### src/rtl/pc_fetch_ctrl.sv
// -----------------------------------------------------------------------------
// pc_fetch_ctrl
//
// Fetch-side consumer of the EX-stage redirect interface. Owns the fetch PC
// and each cycle either advances it by 4, holds it, or loads a redirect target.
// Raises the IF/ID and ID/EX flushes so that wrong-path instructions are
// squashed. Runs the halt drain sequence and traps illegal redirect targets.
//
// Operating modes:
//   RUN    : normal fetch. Priority: Halt > illegal redirect > legal redirect
//            > Stall > sequential advance.
//   DRAIN  : entered on Halt. Lets EX/MEM/WB retire for DRAIN_CYC cycles with
//            fetch squashed, then moves to HALTED.
//   HALTED : core stopped. Left only by reset.
//   FAULT  : an illegal redirect target was seen. Left only by reset.
//
// Parameters:
//   PC_W      width of the fetch PC (instruction memory byte address)
//   RESET_PC  PC loaded by reset (4-byte aligned)
//   DRAIN_CYC number of cycles spent in DRAIN
//
// Ports:
//   clk            in   system clock, all state updates on posedge
//   reset          in   synchronous, active-low reset
//   Stall          in   hazard unit: hold PC this cycle
//   PcSel          in   EX: take redirect this cycle
//   BrPC[31:0]     in   EX: redirect target byte address
//   Halt           in   EX: halt instruction reached EX
//   PC[PC_W-1:0]   out  current fetch address
//   PC_Valid       out  fetch slot holds a real instruction (RUN only)
//   Flush_IFID     out  clear IF/ID on next edge (combinational)
//   Flush_IDEX     out  clear ID/EX on next edge (combinational)
//   Halted         out  core stopped after drain (registered)
//   Fault          out  sticky illegal-target indication (registered)
//   RedirectCount  out  accepted redirects, saturating at 16'hFFFF
// -----------------------------------------------------------------------------
module pc_fetch_ctrl #(
    parameter int unsigned PC_W      = 9,
    parameter int unsigned RESET_PC  = 0,
    parameter int unsigned DRAIN_CYC = 3
) (
    input  logic            clk,
    input  logic            reset,
    input  logic            Stall,
    input  logic            PcSel,
    input  logic [31:0]     BrPC,
    input  logic            Halt,
    output logic [PC_W-1:0] PC,
    output logic            PC_Valid,
    output logic            Flush_IFID,
    output logic            Flush_IDEX,
    output logic            Halted,
    output logic            Fault,
    output logic [15:0]     RedirectCount
);

    // Drain counter counts DRAIN_CYC-1 down to 0, so it needs enough bits to
    // hold DRAIN_CYC-1. A DRAIN_CYC of 0 is treated like 1 (single drain cycle).
    localparam int unsigned DRAIN_LOAD = (DRAIN_CYC > 0) ? (DRAIN_CYC - 1) : 0;
    localparam int unsigned CNT_W      = (DRAIN_CYC > 1) ? $clog2(DRAIN_CYC) : 1;

    localparam logic [PC_W-1:0]  PC_RESET_VAL = PC_W'(RESET_PC);
    localparam logic [PC_W-1:0]  PC_STEP      = PC_W'(4);
    localparam logic [CNT_W-1:0] CNT_LOAD     = CNT_W'(DRAIN_LOAD);
    localparam logic [15:0]      CNT_MAX      = 16'hFFFF;

    typedef enum logic [1:0] {
        ST_RUN     = 2'd0,
        ST_DRAIN   = 2'd1,
        ST_HALTED  = 2'd2,
        ST_FAULT   = 2'd3
    } state_t;

    state_t            state_q,        state_d;
    logic [PC_W-1:0]   pc_q,           pc_d;
    logic [CNT_W-1:0]  drain_cnt_q,    drain_cnt_d;
    logic              halted_q,       halted_d;
    logic              fault_q,        fault_d;
    logic [15:0]       redirect_cnt_q, redirect_cnt_d;

    logic              pc_valid;
    logic              flush;
    logic              target_illegal;

    // A target is illegal if it is not word aligned or if it addresses
    // beyond the PC_W-bit instruction memory. Shifting by PC_W keeps this
    // valid for any PC_W up to 32 (a full-width shift yields zero).
    always_comb begin
        target_illegal = (BrPC[1:0] != 2'b00) || ((BrPC >> PC_W) != 32'd0);
    end

    // Next-state and output decode
    always_comb begin
        state_d        = state_q;
        pc_d           = pc_q;
        drain_cnt_d    = drain_cnt_q;
        redirect_cnt_d = redirect_cnt_q;
        pc_valid       = 1'b0;
        flush          = 1'b1;

        case (state_q)
            ST_RUN: begin
                pc_valid = 1'b1;
                flush    = 1'b0;
                if (Halt) begin
                    // Halt wins over a simultaneous redirect; fetch freezes
                    // and the younger stages are squashed while EX onward drains.
                    flush       = 1'b1;
                    state_d     = ST_DRAIN;
                    drain_cnt_d = CNT_LOAD;
                end else if (PcSel) begin
                    flush = 1'b1;
                    if (target_illegal) begin
                        state_d = ST_FAULT;
                    end else begin
                        // A redirect overrides a load-use stall: the stalled
                        // instruction is on the wrong path and gets flushed.
                        pc_d = BrPC[PC_W-1:0];
                        if (redirect_cnt_q != CNT_MAX) begin
                            redirect_cnt_d = redirect_cnt_q + 16'd1;
                        end
                    end
                end else if (!Stall) begin
                    // Natural PC_W-bit overflow gives the required wrap to 0.
                    pc_d = pc_q + PC_STEP;
                end
            end

            ST_DRAIN: begin
                if (drain_cnt_q == '0) begin
                    state_d = ST_HALTED;
                end else begin
                    drain_cnt_d = drain_cnt_q - CNT_W'(1);
                end
            end

            ST_HALTED: begin
                state_d = ST_HALTED;
            end

            ST_FAULT: begin
                state_d = ST_FAULT;
            end

            default: begin
                state_d = ST_FAULT;
            end
        endcase

        // Status flags are registered copies of the destination state so
        // they become visible in the first cycle spent in that state.
        halted_d = (state_d == ST_HALTED);
        fault_d  = (state_d == ST_FAULT);
    end

    always_ff @(posedge clk) begin
        if (!reset) begin
            state_q        <= ST_RUN;
            pc_q           <= PC_RESET_VAL;
            drain_cnt_q    <= '0;
            halted_q       <= 1'b0;
            fault_q        <= 1'b0;
            redirect_cnt_q <= 16'd0;
        end else begin
            state_q        <= state_d;
            pc_q           <= pc_d;
            drain_cnt_q    <= drain_cnt_d;
            halted_q       <= halted_d;
            fault_q        <= fault_d;
            redirect_cnt_q <= redirect_cnt_d;
        end
    end

    assign PC            = pc_q;
    assign PC_Valid      = pc_valid;
    assign Flush_IFID    = flush;
    assign Flush_IDEX    = flush;
    assign Halted        = halted_q;
    assign Fault         = fault_q;
    assign RedirectCount = redirect_cnt_q;

endmodule

### config.mk
export PLATFORM = sky130hd
export DESIGN_NAME = pc_fetch_ctrl
export DESIGN_NICKNAME = d
export VERILOG_FILES = /design/src/rtl/pc_fetch_ctrl.sv
export SDC_FILE = /design/constraint.sdc
export NUM_CORES = 1
export LEC_CHECK = 0
export BUFFER_PORTS_ARGS = -buffer_cell sky130_fd_sc_hd__buf_4
export CORE_ASPECT_RATIO = 0.9
export CORE_MARGIN = 2
export CORE_UTILIZATION = 48
export CTS_CLUSTER_DIAMETER = 50
export DETAILED_ROUTE_END_ITERATION = 6
export PLACE_DENSITY_LB_ADDON = 0.08
export RECOVER_POWER = 100
export SLEW_MARGIN = 20
export SYNTH_ARGS = -nofsm -noshare
export SYNTH_HDL_FRONTEND = slang
export SYNTH_SLANG_ARGS = --single-unit
### constraint.sdc
create_clock -name clk -period 3.2 [get_ports clk]
set_clock_uncertainty 0.2 [all_clocks]
set_input_delay 0.32 -clock clk [delete_from_list [all_inputs] [get_ports clk]]
set_output_delay 0.32 -clock clk [all_outputs]
set_load 0.005 [all_outputs]
## Yosys cells after proc, flatten, opt, wreduce, memory -nomap -nowiden

Index checks and enable logic that the tools add are counted.

- Register bits after elaboration: 31
- Input port bits: 37
- Output and inout bits: 30
- Logic and storage cells: 45

- Add/sub/neg operators: 3
- Eq/ne operators: 10
- Multiplexer cells: 15
- Bitwise logic cells: 2
- Reductions and logical operators: 9

Operator list:

| operator | count |
|---|---|
| nonzero test 32 bit | 1 |
| two-way mux 9 bit | 3 |
| adder 16 x 1 -> 16 bit, second input constant | 1 |
| inequality test 16 bit, second input constant | 1 |
| two-way mux 2 bit | 6 |
| adder 9 x 3 -> 9 bit, second input constant | 1 |
| == test 2 bit, second input constant | 4 |
| case mux 2 bit (4 select lines) | 1 |
| inequality test 2 bit, second input constant | 3 |
| AND reduction 5 bit | 1 |
| logical NOT 2 bit | 2 |
| two-way mux 1 bit | 4 |
| case mux 2 bit (2 select lines) | 1 |
| AND reduction 4 bit | 1 |
| nonzero test 2 bit | 2 |
| AND reduction 3 bit | 1 |
| == test 2 x 1 -> 1 bit, second input constant | 1 |
| inequality test 2 x 1 -> 1 bit, second input constant | 1 |
| NOT 1 bit | 2 |
| subtractor 2 x 1 -> 2 bit, second input constant | 1 |
| logical OR 1 bit | 1 |

## Logic depth before layout (Yosys ltp)

Gate-level depths: netlist of the first run.

- Word-level depth: 7
- Gate-level depth with buffers: 8

## Worst setup path after synthesis of the first run

No wires, ideal clock.

- Path type: input -> register
- Start point: input BrPC[12]
- End point: register redirect_cnt_q[11], in the netlist RedirectCount[11]
- Data arrival time: 2.119 ns
- Data required time: 2.930 ns
- Slack: 0.810 ns
- Stages: 6
- Cells stage by stage: nor4_2 > nand4_2 > or4_4 > buf_6 > or4_1 > a21oi_1

- Word-level cells in the longest chain between the ends: 4

RTL lines:

| item | line | source |
|---|---|---|
| start, declared | 46 | `input logic [31:0] BrPC,` |
| nonzero test 32 bit | 89 | `target_illegal = (BrPC[1:0] != 2'b00) \|\| ((BrPC >> PC_W) != 32'd0);` |
| logical OR 1 bit | 89 |  |
| NOT 1 bit (no source line) | -- |  |
| AND reduction 5 bit (no source line) | -- |  |
| end signal, assigned | 170 | `redirect_cnt_q <= redirect_cnt_d;` |
| end, declared | 79 | `logic [15:0] redirect_cnt_q, redirect_cnt_d;` |

No other way between the ends.
A chain may end at the register's enable or synchronous reset.

## Final worst setup path of the first run

- Start point: register state_q[0]
- End point: register redirect_cnt_q[5], in the netlist RedirectCount[5]

- Word-level cells in the longest chain between the ends: 2

RTL lines:

| item | line | source |
|---|---|---|
| start, declared | 74 | `state_t state_q, state_d;` |
| start signal, assigned | 165 | `state_q <= state_d;` |
| logical NOT 2 bit | 101 | `case (state_q)` |
| AND reduction 5 bit (no source line) | -- |  |

No other way between the ends.

==> results.toml, run 1 <==
[run_status]
outcome = "finished clean"

[yosys]
ys_types = 46
yosys.area.top_type = "dfxtp_1"
yosysSeqAreaShare_pct = 36.02
synth.avg_cell_area_um2 = 8.127
synth-seq-cells = 31
yosys-top-cells-count = "dfxtp_1, nand2_1, a21oi_1, nor2_1, clkbuf_1"
synth_top_cell_area_share_pct = 36.02
synth-edff-count = 0
synth_area_leaders = "dfxtp_1, a21oi_1, nand2_1"
syn_inst = 212
yosysMostFrequentCell = "dfxtp_1"
ys_async_sr_fraction_pct = 0
synth-main-ff-cell = "dfxtp_1"
syn_area_mm2 = 0.001723
syn_nets = 252
yosys_warnings = 0

[floorplanning]
io_pins = 67
core-area_mm2 = 0.003403
die_x_um = 67.15
start_util_pct = 50.62
dieArea_mm2 = 0.004085
die_h_um = 60.84
rows = 20

[timing]
max_slew_margin_pct = 61.07
timing.final.ws_setup_ns = 0.6949
drv_slew = 0
rsz0062_at_grt = "no"
period_share_pct = 78.29
setup_violations = 0
max_slew.worst_pin.slew_ns = 0.5789
period_minus_slack_ns = 2.505
finalHoldViolations = 0
tns_ns = 0
max_freq_mhz = 399.2

[place]
port_buffers = 66
pre_cts_ws_ns = 0.5332
dp_hpwl_um = 3182
gp_congestion = 0.8129
dp.cells = 312

[global_route]
grt_pass1_vias = 1525
antenna_found_initial = 0
gr-total-overflow = 0
grt_max_degree = 20
grt_first_pass_wirelength_um = 6706
grt_use_total_pct = 21.69

[critical_path]
crit_path_start_kind = "flip-flop"
cp_data_required_time_ns = 3.21
endpoint_kind = "flip-flop"
critPathArrivalTime_ns = 2.52
path_max_fanout = 13
critPathKind = "flip-flop to flip-flop"

[detailed_routing]
drtPass1Iterations = 4
first_iter_violations = 106
drt-total-wl_um = 4264
dr_total_vias = 1812
avgRoutedWirePerCell_um = 13.37
drc = 0
ant_nets = 0
post_drt_via_cell_ratio = 5.680

[cts]
root_buffer = "clkbuf_8"
htree_levels = 2
cts_resized = 0
cts_num_sinks = 31
cts_hold_buf = 0
cts_made_buffers = 5
cts_tree = "yes"
insertion_delay_ns = 0.28
post_cts_buffers = 0
path_clk_slew_ns = 0.07
cts.path.max_buffers = 2

[final_layout]
fillCellCount = 311
syn_to_final_growth_pct = 34.20
diodes = 0
nNetsFinal = 315
fin_cells = 319
drive_above_1_share_pct = 30.55

[pwr]
ir_drop_mv = 0.2658
p_per_area_mw_per_mm2 = 371.0
leakage_nw = 0.8975

[run]
cap_violations = 0

[hold_path]
min_path_type = "input pin to flip-flop"
==> power by group <==
group	switching, W	leakage [nW]	total (W)	internal (W)
sequential	0.0000149	0.251	0.000415	0.000400
clock	0.000143	0.0470	0.000312	0.000169
combinational	0.0000611	0.599	0.000131	0.0000698
==> kinds of logic (layout without fill, tap and decap cells) <==
family	after synthesis	in the layout	synth area share, %
AO/OA/AOI/OAI	54	54	20.84
XOR/XNOR	1	1	0.5084
adder cells (fa/ha/maj)	3	3	2.179
buffers and inverters	21	84	5.229
flip-flops	31	31	36.02
multiplexers	2	2	1.162
AND/OR/NAND/NOR	100	100	34.06
==> final cells by class <==
cell class / count / area, um2 / area share, %
Clock inverter: 1 / 5.005 / 0.2164
Tap cell: 44 / 55.05 / 2.381
Sequential cell: 31 / 620.6 / 26.84
Inverter: 8 / 30.03 / 1.299
Clock buffer: 6 / 82.58 / 3.571
Multi-Input combinational cell: 160 / 1008 / 43.61
Timing Repair Buffer: 69 / 510.5 / 22.08
==> state kept, by name, summed over array words and instances (netlist names) <==
name	count
RedirectCount	16
Halted	1
PC	9
state_q	2
Fault	1
drain_cnt_q	2
==> stage by stage <==
step	instance area, um2	hold slack, ns	total power (W)	utilization [%]
6_report	2312	0.04218	0.0008579	67.94
5_1_grt	2312	0.04019	0.0008939	67.94
4_1_cts	2323	0.03396	0.0008696	68.27
3_5_place_dp	2236	0.2691	0.0005563	65.70
3_3_place_gp	2236	0.2767	0.0005538	65.70
2_1_floorplan	1723	0.2378	0.0004915	-
==> layer usage <==
layer	up-vias	GRT usage (%)	share of wire, %
li1	938	-	-
met1	818	29.39	48
met2	52	33.95	45
met3	4	5.380	6.2
met4	0	7.580	0.68
met5	-	0	0
==> cells in the final DEF (no fill, tap or decap), types with 8 or more instances in the layout <==
master,count
a21oi_1,15
buf_4,37
clkbuf_4,30
dfxtp_1,31
inv_1,8
nand2_1,16
nand3_1,10
nor2_1,13
nor3_1,8
nor4_1,9
o21ai_0,10
o31ai_1,8
or4_1,8
==> critical path, cell delays in order (launching register included) <==
cell     delay [ns]
dfxtp_1        0.38
nor3_1         0.28
nand2_1        0.15
or4_1          0.70
or4_1          0.57
a21oi_1        0.14
==> path summary, 6_finish.rpt <==
kind / slack (ns) / depth (start not counted) / endpoint / from
worst max register to register: 0.69 / 5 / RedirectCount[5] / state_q[0]
worst min-delay path: 0.04 / 2 / PC[8] / BrPC[8]
worst max-delay path: 0.69 / 5 / RedirectCount[5] / state_q[0]
worst min register to register: 0.29 / 1 / PC[0] / PC[0]
Power figures use the tool's default switching activity.
==> run 2, diff against run 1 <==
Settings changed: ABC_AREA from default to 1, CORE_UTILIZATION 48 to 50.
Clock period 3.2 ns to 2.53 ns, I/O delays scaled along.
==> results.toml, run 2 <==
[run_status]
outcome = "finished clean"

[cts]
cts_hold_buf = 0
cts_made_buffers = 5
root_buffer = "clkbuf_8"
post_cts_buffers = 0
cts_num_sinks = 31
path_clk_slew_ns = 0.06
htree_levels = 2
insertion_delay_ns = 0.29
cts_resized = 0
cts.path.max_buffers = 2
cts_tree = "yes"

[yosys]
syn_nets = 325
synth-xor-area-share_pct = 4.086
synth-seq-cells = 31
synth-simple-area-share_pct = 40.14
yosysSeqAreaShare_pct = 32.17
yosys.area.top_type = "dfxtp_1"
yosysMostFrequentCell = "nand2_1"
ys_types = 36
muxShareOfSynthArea_pct = 1.038
synth_top_cell_area_share_pct = 32.17
synth_area_leaders = "dfxtp_1, nand2_1, nor2_1"
syn_area_mm2 = 0.001929
synth-compound-area-share_pct = 11.54
synth_top_family_by_area = "simple AND/OR/NAND/NOR gates"
synth-edff-count = 0
ys_async_sr_fraction_pct = 0
yosys-top-cells-count = "nand2_1, nor2_1, dfxtp_1, inv_1, nand3_1"
synth-main-ff-cell = "dfxtp_1"
synth-adder-area-share_pct = 1.946
synth.avg_cell_area_um2 = 6.770
yosys_warnings = 0
syn_inst = 285

[global_route]
gr-total-overflow = 0
grt_use_total_pct = 23.77
grt_max_degree = 18
antenna_found_initial = 0
grt_pass1_vias = 1866
grt_first_pass_wirelength_um = 8328

[final_layout]
diodes = 0
final_cell_mix = "nand2_1, nor2_1, buf_4, inv_1, dfxtp_1"
layout_commonest_cell = "nand2_1"
largest_reg_flops = 16
syn_to_final_growth_pct = 29.57
nNetsFinal = 393
drive_above_1_share_pct = 25.71

[detailed_routing]
drt-total-wl_um = 4670
drt-met1-wl_um = 2167
drc = 0
dr_total_vias = 1989
post_drt_via_cell_ratio = 4.973
ant_nets = 0
avgRoutedWirePerCell_um = 11.68
top_layer_used = "met4"
first_iter_violations = 61
dr_wl_met3_um = 250
wl_met2_um = 2197
drtPass1Iterations = 4

[critical_path]
critPathMaxStageDelay_ns = 0.35
critical_path_depth = 8
cp_cell_sequence = "nor2_1 > nand2_4 > nor2_1 > nand4_4 > nor2_2 > nand3_1 > nand2_1 > nor2_1"
path_buf_inv = 0
crit_family = "simple AND/OR/NAND/NOR gates"
startpoint = "state_q[0]"
crit_top_cell = "nor2_1"
critPathArrivalTime_ns = 1.98
critPathKind = "flip-flop to flip-flop"
endpoint = "RedirectCount[6]"
reg2reg_depth = 8
path_max_fanout = 6
r2r-end = "RedirectCount[6]"
endpoint_kind = "flip-flop"
critPathSlowestCell = "dfxtp_1"
cp_data_required_time_ns = 2.50
crit_path_start_kind = "flip-flop"
reg2reg_from = "state_q[0]"
r2r_slack_ns = 0.52

[timing]
max_freq_mhz = 497.4
finalHoldViolations = 0
tns_ns = 0
setup_violations = 0
max_slew.worst_pin.slew_ns = 0.4406
period_share_pct = 79.47
period_minus_slack_ns = 2.010
drv_slew = 0
whs_ns = 0.05278
rsz0062_at_grt = "no"
max_slew_margin_pct = 70.59

[floorplanning]
dieArea_mm2 = 0.004372
start_util_pct = 52.08
die_h_um = 62.93
die_x_um = 69.48
rows = 21
core-area_mm2 = 0.003705
io_pins = 67

[hold_path]
min_path_type = "input pin to flip-flop"

[place]
port_buffers = 66
gp_congestion = 0.8951
dp_hpwl_um = 3616

[pwr]
p_per_area_mw_per_mm2 = 481.2
ir_drop_mv = 0.3540
leakage_nw = 1.142

[run]
cap_violations = 0
## run 2: cell count changes in the layout (fill, tap and decap cells not counted), sizes merged, moves of 5 or more
cell   before  now
nand3      10   26
nor4       12    0
or4         9    0
nor2       13   56
nand2      16   68
xor2        0    5
o31ai       8    2
nor3        8    2
inv         8   34
## run 2: report_power, final
part / internal (W) / total (W) / switching [W]
Clock: 0.000248 / 0.000435 / 0.000187
Combinational: 0.000111 / 0.000230 / 0.000120
Sequential: 0.000518 / 0.000538 / 0.0000193
Total: 0.000877 / 0.00120 / 0.000326
## run 2: stage by stage
step                util, %  std cells  setup WS, ns  power [W]  instance area [um2]
finish                67.48        400        0.5195   0.001203                 2500
global placement      65.92        392        0.6873  0.0007912                 2442
floorplan                 -        285        0.8289  0.0006972                 1929
CTS                   68.63        400        0.6219   0.001229                 2542
global route          67.48        400        0.3460   0.001270                 2500
detailed placement    65.92        392        0.6394  0.0007955                 2442
## run 2: cell type report
| cell class | count | area, um2 |
|---|---|---|
| well taps | 46 | 57.56 |
| inverters | 36 | 135.1 |
| clock buffers | 8 | 100.1 |
| fillers | 351 | 1205 |
| flip-flops and latches | 31 | 620.6 |
| multi-input cells | 213 | 1095 |
| repair buffers | 66 | 491.7 |
## run 2: kinds of logic after synthesis
kind of cell	after synthesis
xor+xnor	9
fa+ha+maj	3
mux	2
flops	31
compound gates	37
buf+inv	41
simple gates	162
## run 2: layer usage
layer  global-route usage, %  vias up
met5                       0        -
met4                   7.353        0
met3                   7.581        6
met2                   39.06       49
met1                   29.66      881
li1                        -     1053
## run 2: how the worst min path moves through the flow
stage          startpoint              to  slack, ns  depth (start not counted)
6_report          BrPC[2]           PC[2]       0.05                          3
5_1_grt           BrPC[2]           PC[2]       0.06                          3
4_1_cts           BrPC[2]           PC[2]       0.05                          3
3_5_place_dp        PC[1]           PC[1]       0.23                          2
3_3_place_gp        PC[0]           PC[0]       0.23                          2
2_1_floorplan       reset  drain_cnt_q[1]       0.19                          2
## run 2: tightest hold or removal path, delay by kind of cell
kind	cells	cell delay (ns)
AOI/OAI and AO/OA	2	0.18
buffers and inverters	1	0.08
